--- config.mk ---
export PLATFORM = sky130hd
export DESIGN_NAME = cmos_in_axi4s_output
export DESIGN_NICKNAME = d
export VERILOG_FILES = /design/src/rtl/cmos_in_axi4s_pkg.sv /design/src/rtl/cmos_in_axi4s_output_skid.sv /design/src/rtl/cmos_in_axi4s_output.sv
export SDC_FILE = /design/constraint.sdc
export NUM_CORES = 1
export LEC_CHECK = 0
export BUFFER_PORTS_ARGS = -buffer_cell sky130_fd_sc_hd__clkbuf_2
export CORE_MARGIN = 4
export CORE_UTILIZATION = 51
export DETAILED_ROUTE_END_ITERATION = 10
export PLACE_DENSITY = 0.86
export SETUP_SLACK_MARGIN = 0.5
export SLEW_MARGIN = 5
export SYNTH_ARGS = -nofsm -noshare
export SYNTH_HDL_FRONTEND = slang
export SYNTH_SLANG_ARGS = --single-unit
--- constraint.sdc ---
create_clock -name ACLK -period 3.3 [get_ports ACLK]
set_input_delay 0.66 -clock ACLK [delete_from_list [all_inputs] [get_ports ACLK]]
set_output_delay 0.66 -clock ACLK [all_outputs]
set_load 0.005 [all_outputs]
--- src/rtl/cmos_in_axi4s_pkg.sv ---
// Shared definitions for the CMOS capture AXI4-Stream output stage.
// Holds the sideband bit offsets of the coupler FIFO word (relative to the
// pixel width W), the lock state encoding and a saturating counter helper.
package cmos_in_axi4s_pkg;

  localparam int SOF_OFS = 0;
  localparam int EOL_OFS = 1;
  localparam int FLD_OFS = 2;

  typedef enum logic [0:0] {
    LOCK_WAIT = 1'b0,
    STREAM    = 1'b1
  } state_e;

  // Increment an 8-bit error counter, holding at all-ones.
  function automatic logic [7:0] sat_inc8(input logic [7:0] value);
    logic [7:0] result;
    if (value == 8'hFF) begin
      result = value;
    end else begin
      result = value + 8'd1;
    end
    return result;
  endfunction

endpackage

--- src/rtl/cmos_in_axi4s_output_skid.sv ---
// axis_skid_buffer: 2-entry AXI4-Stream register slice.
// Ports:
//   clk, rst_n       - clock and asynchronous active-low reset
//   ce               - clock enable; all state frozen when low
//   s_valid, s_data  - upstream beat; the caller only asserts s_valid
//                      while s_ready is high
//   s_ready          - registered: low exactly when the spare entry is used
//   m_valid, m_data  - registered downstream beat
//   m_ready          - downstream ready
module axis_skid_buffer #(
  parameter int DW = 26
) (
  input  logic          clk,
  input  logic          rst_n,
  input  logic          ce,
  input  logic          s_valid,
  input  logic [DW-1:0] s_data,
  output logic          s_ready,
  output logic          m_valid,
  output logic [DW-1:0] m_data,
  input  logic          m_ready
);

  logic          out_valid_r;
  logic [DW-1:0] out_data_r;
  logic          skid_valid_r;
  logic [DW-1:0] skid_data_r;

  // Output entry refills from the spare entry first, so beat order is kept;
  // a new beat parks in the spare entry only while the output is stalled.
  always_ff @(posedge clk or negedge rst_n) begin
    if (!rst_n) begin
      out_valid_r  <= 1'b0;
      out_data_r   <= '0;
      skid_valid_r <= 1'b0;
      skid_data_r  <= '0;
    end else if (ce) begin
      if (!out_valid_r || m_ready) begin
        if (skid_valid_r) begin
          out_data_r   <= skid_data_r;
          out_valid_r  <= 1'b1;
          skid_valid_r <= 1'b0;
        end else if (s_valid) begin
          out_data_r  <= s_data;
          out_valid_r <= 1'b1;
        end else begin
          out_valid_r <= 1'b0;
        end
      end else if (s_valid && !skid_valid_r) begin
        skid_data_r  <= s_data;
        skid_valid_r <= 1'b1;
      end
    end
  end

  assign s_ready = ~skid_valid_r;
  assign m_valid = out_valid_r;
  assign m_data  = out_data_r;

endmodule

--- src/rtl/cmos_in_axi4s_output.sv ---
// cmos_in_axi4s_output: drains the coupler FIFO (first-word-fall-through),
// locks onto the first start-of-frame beat, maps sof/eol sideband bits to
// TUSER/TLAST, checks line length and registers the stream through a
// 2-entry skid buffer.
// Ports:
//   ACLK, ARESETN, ACLKEN            - clock, async active-low reset, enable
//   FIFO_RD_DATA/VALID, FIFO_READY   - FIFO read port {fld, eol, sof, pixel}
//   M_AXIS_VIDEO_*                   - AXI4-Stream video master
//   FIELD_ID                         - field id of the last forwarded beat
//   LOCKED                           - high while streaming
//   LINE_ERR, ERR_CNT                - framing error pulse / saturating count
//   FRAME_CNT                        - forwarded start-of-frame beats (wraps)
module cmos_in_axi4s_output #(
  parameter int C_M_AXIS_TDATA_WIDTH = 24,
  parameter int C_ACTIVE_WIDTH       = 640,
  parameter int C_LINE_CNT_WIDTH     = 12,
  parameter int C_FRAME_CNT_WIDTH    = 16
) (
  input  logic                            ACLK,
  input  logic                            ARESETN,
  input  logic                            ACLKEN,
  input  logic [C_M_AXIS_TDATA_WIDTH+2:0] FIFO_RD_DATA,
  input  logic                            FIFO_VALID,
  output logic                            FIFO_READY,
  output logic [C_M_AXIS_TDATA_WIDTH-1:0] M_AXIS_VIDEO_TDATA,
  output logic                            M_AXIS_VIDEO_TVALID,
  input  logic                            M_AXIS_VIDEO_TREADY,
  output logic                            M_AXIS_VIDEO_TUSER,
  output logic                            M_AXIS_VIDEO_TLAST,
  output logic                            FIELD_ID,
  output logic                            LOCKED,
  output logic                            LINE_ERR,
  output logic [7:0]                      ERR_CNT,
  output logic [C_FRAME_CNT_WIDTH-1:0]    FRAME_CNT
);

  import cmos_in_axi4s_pkg::*;

  localparam int W = C_M_AXIS_TDATA_WIDTH;
  localparam logic [C_LINE_CNT_WIDTH-1:0] LAST_BEAT = C_LINE_CNT_WIDTH'(C_ACTIVE_WIDTH - 1);
  localparam logic [C_LINE_CNT_WIDTH-1:0] CNT_ZERO  = C_LINE_CNT_WIDTH'(0);
  localparam logic [C_LINE_CNT_WIDTH-1:0] CNT_ONE   = C_LINE_CNT_WIDTH'(1);

  state_e                         state_r;
  logic [C_LINE_CNT_WIDTH-1:0]    cnt_r;
  logic                           locked_r;
  logic                           line_err_r;
  logic [7:0]                     err_cnt_r;
  logic                           field_r;
  logic [C_FRAME_CNT_WIDTH-1:0]   frame_cnt_r;

  logic                           sof_s;
  logic                           eol_s;
  logic                           fld_s;
  logic [W-1:0]                   pix_s;
  logic                           skid_ready_s;
  logic                           fifo_ready_s;
  logic                           pop_s;
  logic                           len_err_s;
  logic                           fwd_s;
  logic                           user_s;
  logic                           last_s;
  logic                           err_s;
  state_e                         state_nxt_s;
  logic [C_LINE_CNT_WIDTH-1:0]    cnt_nxt_s;
  logic [W+1:0]                   skid_out_s;

  assign sof_s = FIFO_RD_DATA[W+SOF_OFS];
  assign eol_s = FIFO_RD_DATA[W+EOL_OFS];
  assign fld_s = FIFO_RD_DATA[W+FLD_OFS];
  assign pix_s = FIFO_RD_DATA[W-1:0];

  // While unlocked the FIFO is drained freely; only a sof beat needs room in
  // the skid buffer, so it is left in the FIFO while the buffer is full.
  assign fifo_ready_s = ARESETN & ACLKEN &
                        (skid_ready_s | ((state_r == LOCK_WAIT) & ~sof_s));
  assign pop_s        = FIFO_VALID & fifo_ready_s;

  // Line length is wrong when eol and the last-beat position disagree.
  assign len_err_s = (cnt_r == LAST_BEAT) ? ~eol_s : eol_s;

  // Per-pop framing decision: forward or drop, TUSER/TLAST, error, next state.
  always_comb begin
    fwd_s       = 1'b0;
    user_s      = 1'b0;
    last_s      = 1'b0;
    err_s       = 1'b0;
    state_nxt_s = state_r;
    cnt_nxt_s   = cnt_r;
    case (state_r)
      LOCK_WAIT: begin
        if (pop_s && sof_s) begin
          fwd_s       = 1'b1;
          user_s      = 1'b1;
          cnt_nxt_s   = CNT_ONE;
          state_nxt_s = STREAM;
        end else begin
          fwd_s = 1'b0;
        end
      end
      STREAM: begin
        if (pop_s) begin
          fwd_s  = 1'b1;
          user_s = sof_s;
          if (len_err_s) begin
            // Length error dominates a coincident sof and forces TLAST.
            last_s      = 1'b1;
            err_s       = 1'b1;
            cnt_nxt_s   = CNT_ZERO;
            state_nxt_s = LOCK_WAIT;
          end else if (sof_s) begin
            last_s    = eol_s;
            err_s     = (cnt_r != CNT_ZERO);
            cnt_nxt_s = CNT_ONE;
          end else if (eol_s) begin
            last_s    = 1'b1;
            cnt_nxt_s = CNT_ZERO;
          end else begin
            cnt_nxt_s = cnt_r + CNT_ONE;
          end
        end else begin
          fwd_s = 1'b0;
        end
      end
      default: begin
        state_nxt_s = LOCK_WAIT;
        cnt_nxt_s   = CNT_ZERO;
      end
    endcase
  end

  // Lock state, beat counter and status registers.
  always_ff @(posedge ACLK or negedge ARESETN) begin
    if (!ARESETN) begin
      state_r     <= LOCK_WAIT;
      cnt_r       <= CNT_ZERO;
      locked_r    <= 1'b0;
      line_err_r  <= 1'b0;
      err_cnt_r   <= 8'd0;
      field_r     <= 1'b0;
      frame_cnt_r <= '0;
    end else if (ACLKEN) begin
      state_r    <= state_nxt_s;
      cnt_r      <= cnt_nxt_s;
      locked_r   <= (state_nxt_s == STREAM);
      line_err_r <= err_s;
      if (err_s) begin
        err_cnt_r <= sat_inc8(err_cnt_r);
      end
      if (fwd_s) begin
        field_r <= fld_s;
      end
      if (fwd_s && user_s) begin
        frame_cnt_r <= frame_cnt_r + C_FRAME_CNT_WIDTH'(1);
      end
    end
  end

  axis_skid_buffer #(
    .DW(W + 2)
  ) u_skid (
    .clk     (ACLK),
    .rst_n   (ARESETN),
    .ce      (ACLKEN),
    .s_valid (fwd_s),
    .s_data  ({user_s, last_s, pix_s}),
    .s_ready (skid_ready_s),
    .m_valid (M_AXIS_VIDEO_TVALID),
    .m_data  (skid_out_s),
    .m_ready (M_AXIS_VIDEO_TREADY)
  );

  assign FIFO_READY         = fifo_ready_s;
  assign M_AXIS_VIDEO_TUSER = skid_out_s[W+1];
  assign M_AXIS_VIDEO_TLAST = skid_out_s[W];
  assign M_AXIS_VIDEO_TDATA = skid_out_s[W-1:0];
  assign FIELD_ID           = field_r;
  assign LOCKED             = locked_r;
  assign LINE_ERR           = line_err_r;
  assign ERR_CNT            = err_cnt_r;
  assign FRAME_CNT          = frame_cnt_r;

endmodule

==> impl_metrics.toml <==
[placed_design]
post-dp-hpwl_mm = 6.67
gp_congestion = 0.841
place_ws_ns = 0.572
portBuffers = 86
place_inst = 546

[layout]
antenna_cells = 0
nNetsFinal = 486
finalNonFillerCells = 562
drive_gt1_share_pct = 43.8
fin_util_pct = 60.2
syn_to_final_growth_pct = 15.4

[critical_path]
cp_slowest_cell = "dfrtp_1"
crit_start = "cnt_r[0]"
r2r_cells = 8
crit_chain = "ha_1 > and4_1 > nand3_1 > ha_4 > nor4b_1 > and3_2 > a311oi_2 > mux2_1"
worstPathRequired_ns = 3.55
r2r_slack_ns = 0.67
critPathKind = "reg -> reg"
end_kind = "flip-flop"
endpoint = "ERR_CNT[1]"
cp_slowest_stage_delay_ns = 0.43
crit_fanout = 8
rr_startpoint = "cnt_r[0]"
cp.arrival_ns = 2.88
cp-start-kind = "flip-flop"
r2r_end = "ERR_CNT[1]"

[yosys]
ys.flop_type = "dfrtp_1"
ys_types = 50
syn_area_sq_um = 4530
syn_area_per_cell_sq_um = 12.5
syn_nets = 399
synth_common_cells = "93 x dfrtp_1, 62 x mux2_2, 28 x nand2_1"
synth.most_common_cell = "dfrtp_1"
synth_seq_cells = 93
synth-edff-count = 0
yosys_warnings = 0
synth_top_area_share_pct = 51.4
synth_area_leaders = "dfrtp_1 51%, mux2_2 15%, mux2_4 5.3%"
synth-seq-area-share_pct = 51.4
synth_top_cell_by_area = "dfrtp_1"
async_flop_share_pct = 100
postSynthCellCount = 362

[timing]
timing.final.hold_violations = 0
clock.fmax_mhz = 380
period_share_pct = 79.7
final.setup.worst_slack_ns = 0.670
finalSetupTns_ns = 0
slew_violations = 0
tightestPinTransition_ns = 0.929
grt_setup_unrepaired = "no"
clock_skew_ns = 0.0166
maxSlewHeadroom_pct = 38.1
setup_viol = 0
min_period_ns = 2.63

[floorplan]
io_pins = 87
core-area_sq_um = 8680
rows = 34
initial_core_util_pct = 52.2
die_area_sq_um = 10500
die_w_microns = 102
die_h_microns = 102

[clock_tree]
ctsResizeCount = 0
cts.sinks = 93
cts_buffer_depth = 2
cts.clk_slew.worst_paths_ns = 0.10
cts-root-buf = "clkbuf_8"
cts.htree.levels = 3
cts_made_buffers = 9
cts_hold_buf = 0
cts_setup_buffers = 0
worstSkewPairLatency_ns = 0.36
cts_tree = "done"

[power]
totalPowerFinal_mw = 3.14
comb_power_share_pct = 25.4
p_seq_share_pct = 52.3
netSwitchingFraction_pct = 30.1
irDropWorstVdd_uv = 312
power_frac_clock_pct = 22.4
power.internal_mw = 2.19
power.switching_uw = 943
power.density_nw_per_um2 = 600
leakage_nw = 2.52

[detailed_routing]
wirelength_mm = 9.40
drc = 0
vias = 3161
viasPerCell = 5.62
antenna_left = 0
wl_per_cell_microns = 16.7
drtPass1Iterations = 4
first_iter_violations = 130

[global_route]
grt_max_degree = 76
grt_pass1_vias = 3275
grt_pass1_wl_mm = 15.8
grt_use_total_pct = 19.1
overflow = 0
antenna_found_initial = 0

[worst_hold_path]
hold_class = "in -> async"

[flow_run]
cap_violations = 0

[run_status]
status = "finished, final reports clean"
## cell type report
class / count / area, sq um
Fill cell: 722 / 3450
Multi-Input combinational cell: 242 / 2050
Clock buffer: 10 / 128
Tap cell: 108 / 135
Inverter: 10 / 37.5
Sequential cell: 93 / 2330
Clock inverter: 6 / 46.3
Timing Repair Buffer: 93 / 498
## layout by cell type (no fill, tap or decap), types with 2 or more instances in the layout
cell type   synthesis  final
nand2b_1            3      3
a21oi_1            11     11
nor3_1              6      6
nand3_1            12     12
or3_1               2      2
and4_1              4      4
inv_6               0      2
inv_1              10     10
nand2_1            28     28
nor4_1              8      8
o31ai_1             2      2
clkinvlp_4          0      2
o21ai_0            14     14
nand4_1             8      8
xor2_1             10     10
ha_1                5      4
xnor2_1             8      8
mux2_2             62     62
or4_1               4      4
o211ai_1            2      2
buf_4               4      7
mux2_4             16     16
a31oi_1             2      2
nor2_1              8      8
a21o_1              2      2
and3_1              4      3
clkbuf_8            0      9
dfrtp_1            93     93
nor4b_1             3      2
clkbuf_2            1     85
## worst max-delay path, delay by kind of cell (launching register included)
| family | cells | cell delay, ns |
|---|---|---|
| muxes | 1 | 0.35 |
| adders and majority gates | 2 | 0.61 |
| DFF | 1 | 0.43 |
| and+or+nand+nor | 4 | 0.79 |
| AOI/OAI and AO/OA | 1 | 0.33 |
## registers in the layout, summed over array words and instances (netlist names), 8 cells and up
name                cells
u_skid.m_data          26
u_skid.skid_data_r     26
FRAME_CNT              16
cnt_r                  12
ERR_CNT                 8
## power groups by stage
| stage | Clock (mW) | Sequential, mW | Combinational [mW] |
|---|---|---|---|
| after global placement | 0 | 1.63 | 0.778 |
| after global routing | 0.765 | 1.68 | 0.884 |
| after floorplan | 0 | 1.63 | 0.465 |
| final | 0.701 | 1.64 | 0.795 |
| after detailed placement | 0 | 1.66 | 0.808 |
| after CTS | 0.716 | 1.64 | 0.811 |
## logic make-up (layout without fill, tap and decap cells)
| group | Yosys count | after routing | synth area share, % |
|---|---|---|---|
| xor gates and xnor gates | 18 | 18 | 3.48 |
| muxes | 80 | 80 | 21.2 |
| and+or+nand+nor | 101 | 101 | 13.5 |
| AOI/OAI and AO/OA | 38 | 38 | 5.33 |
| buffers and inverters | 27 | 119 | 3.70 |
| DFF | 93 | 93 | 51.4 |
| adders and majority gates | 5 | 5 | 1.38 |
## metal layers
metal  track usage (%)  wire length (microns)
met5                 0                      0
met4              5.55                    142
met3              4.03                    471
met2              31.9                   4560
met1              25.2                   4230
## through the flow
stage,area [sq um],hold slack (ns)
floorplan,4530,0.364
global placement,5030,0.456
detailed placement,5030,0.460
CTS,5200,0.177
global route,5230,0.170
finish,5230,0.176
## worst min path at each step
stage	startpoint	end	slack (ns)	cells past startpoint
final	ARESETN	u_skid.m_data[5]	0.18	1
after global routing	ARESETN	u_skid.m_data[4]	0.17	1
after CTS	ARESETN	u_skid.m_data[5]	0.18	1
after detailed placement	FRAME_CNT[15]	FRAME_CNT[15]	0.46	1
after global placement	FRAME_CNT[15]	FRAME_CNT[15]	0.46	1
after floorplan	ARESETN	ERR_CNT[0]	0.36	0
Power figures use the tool's default switching activity.
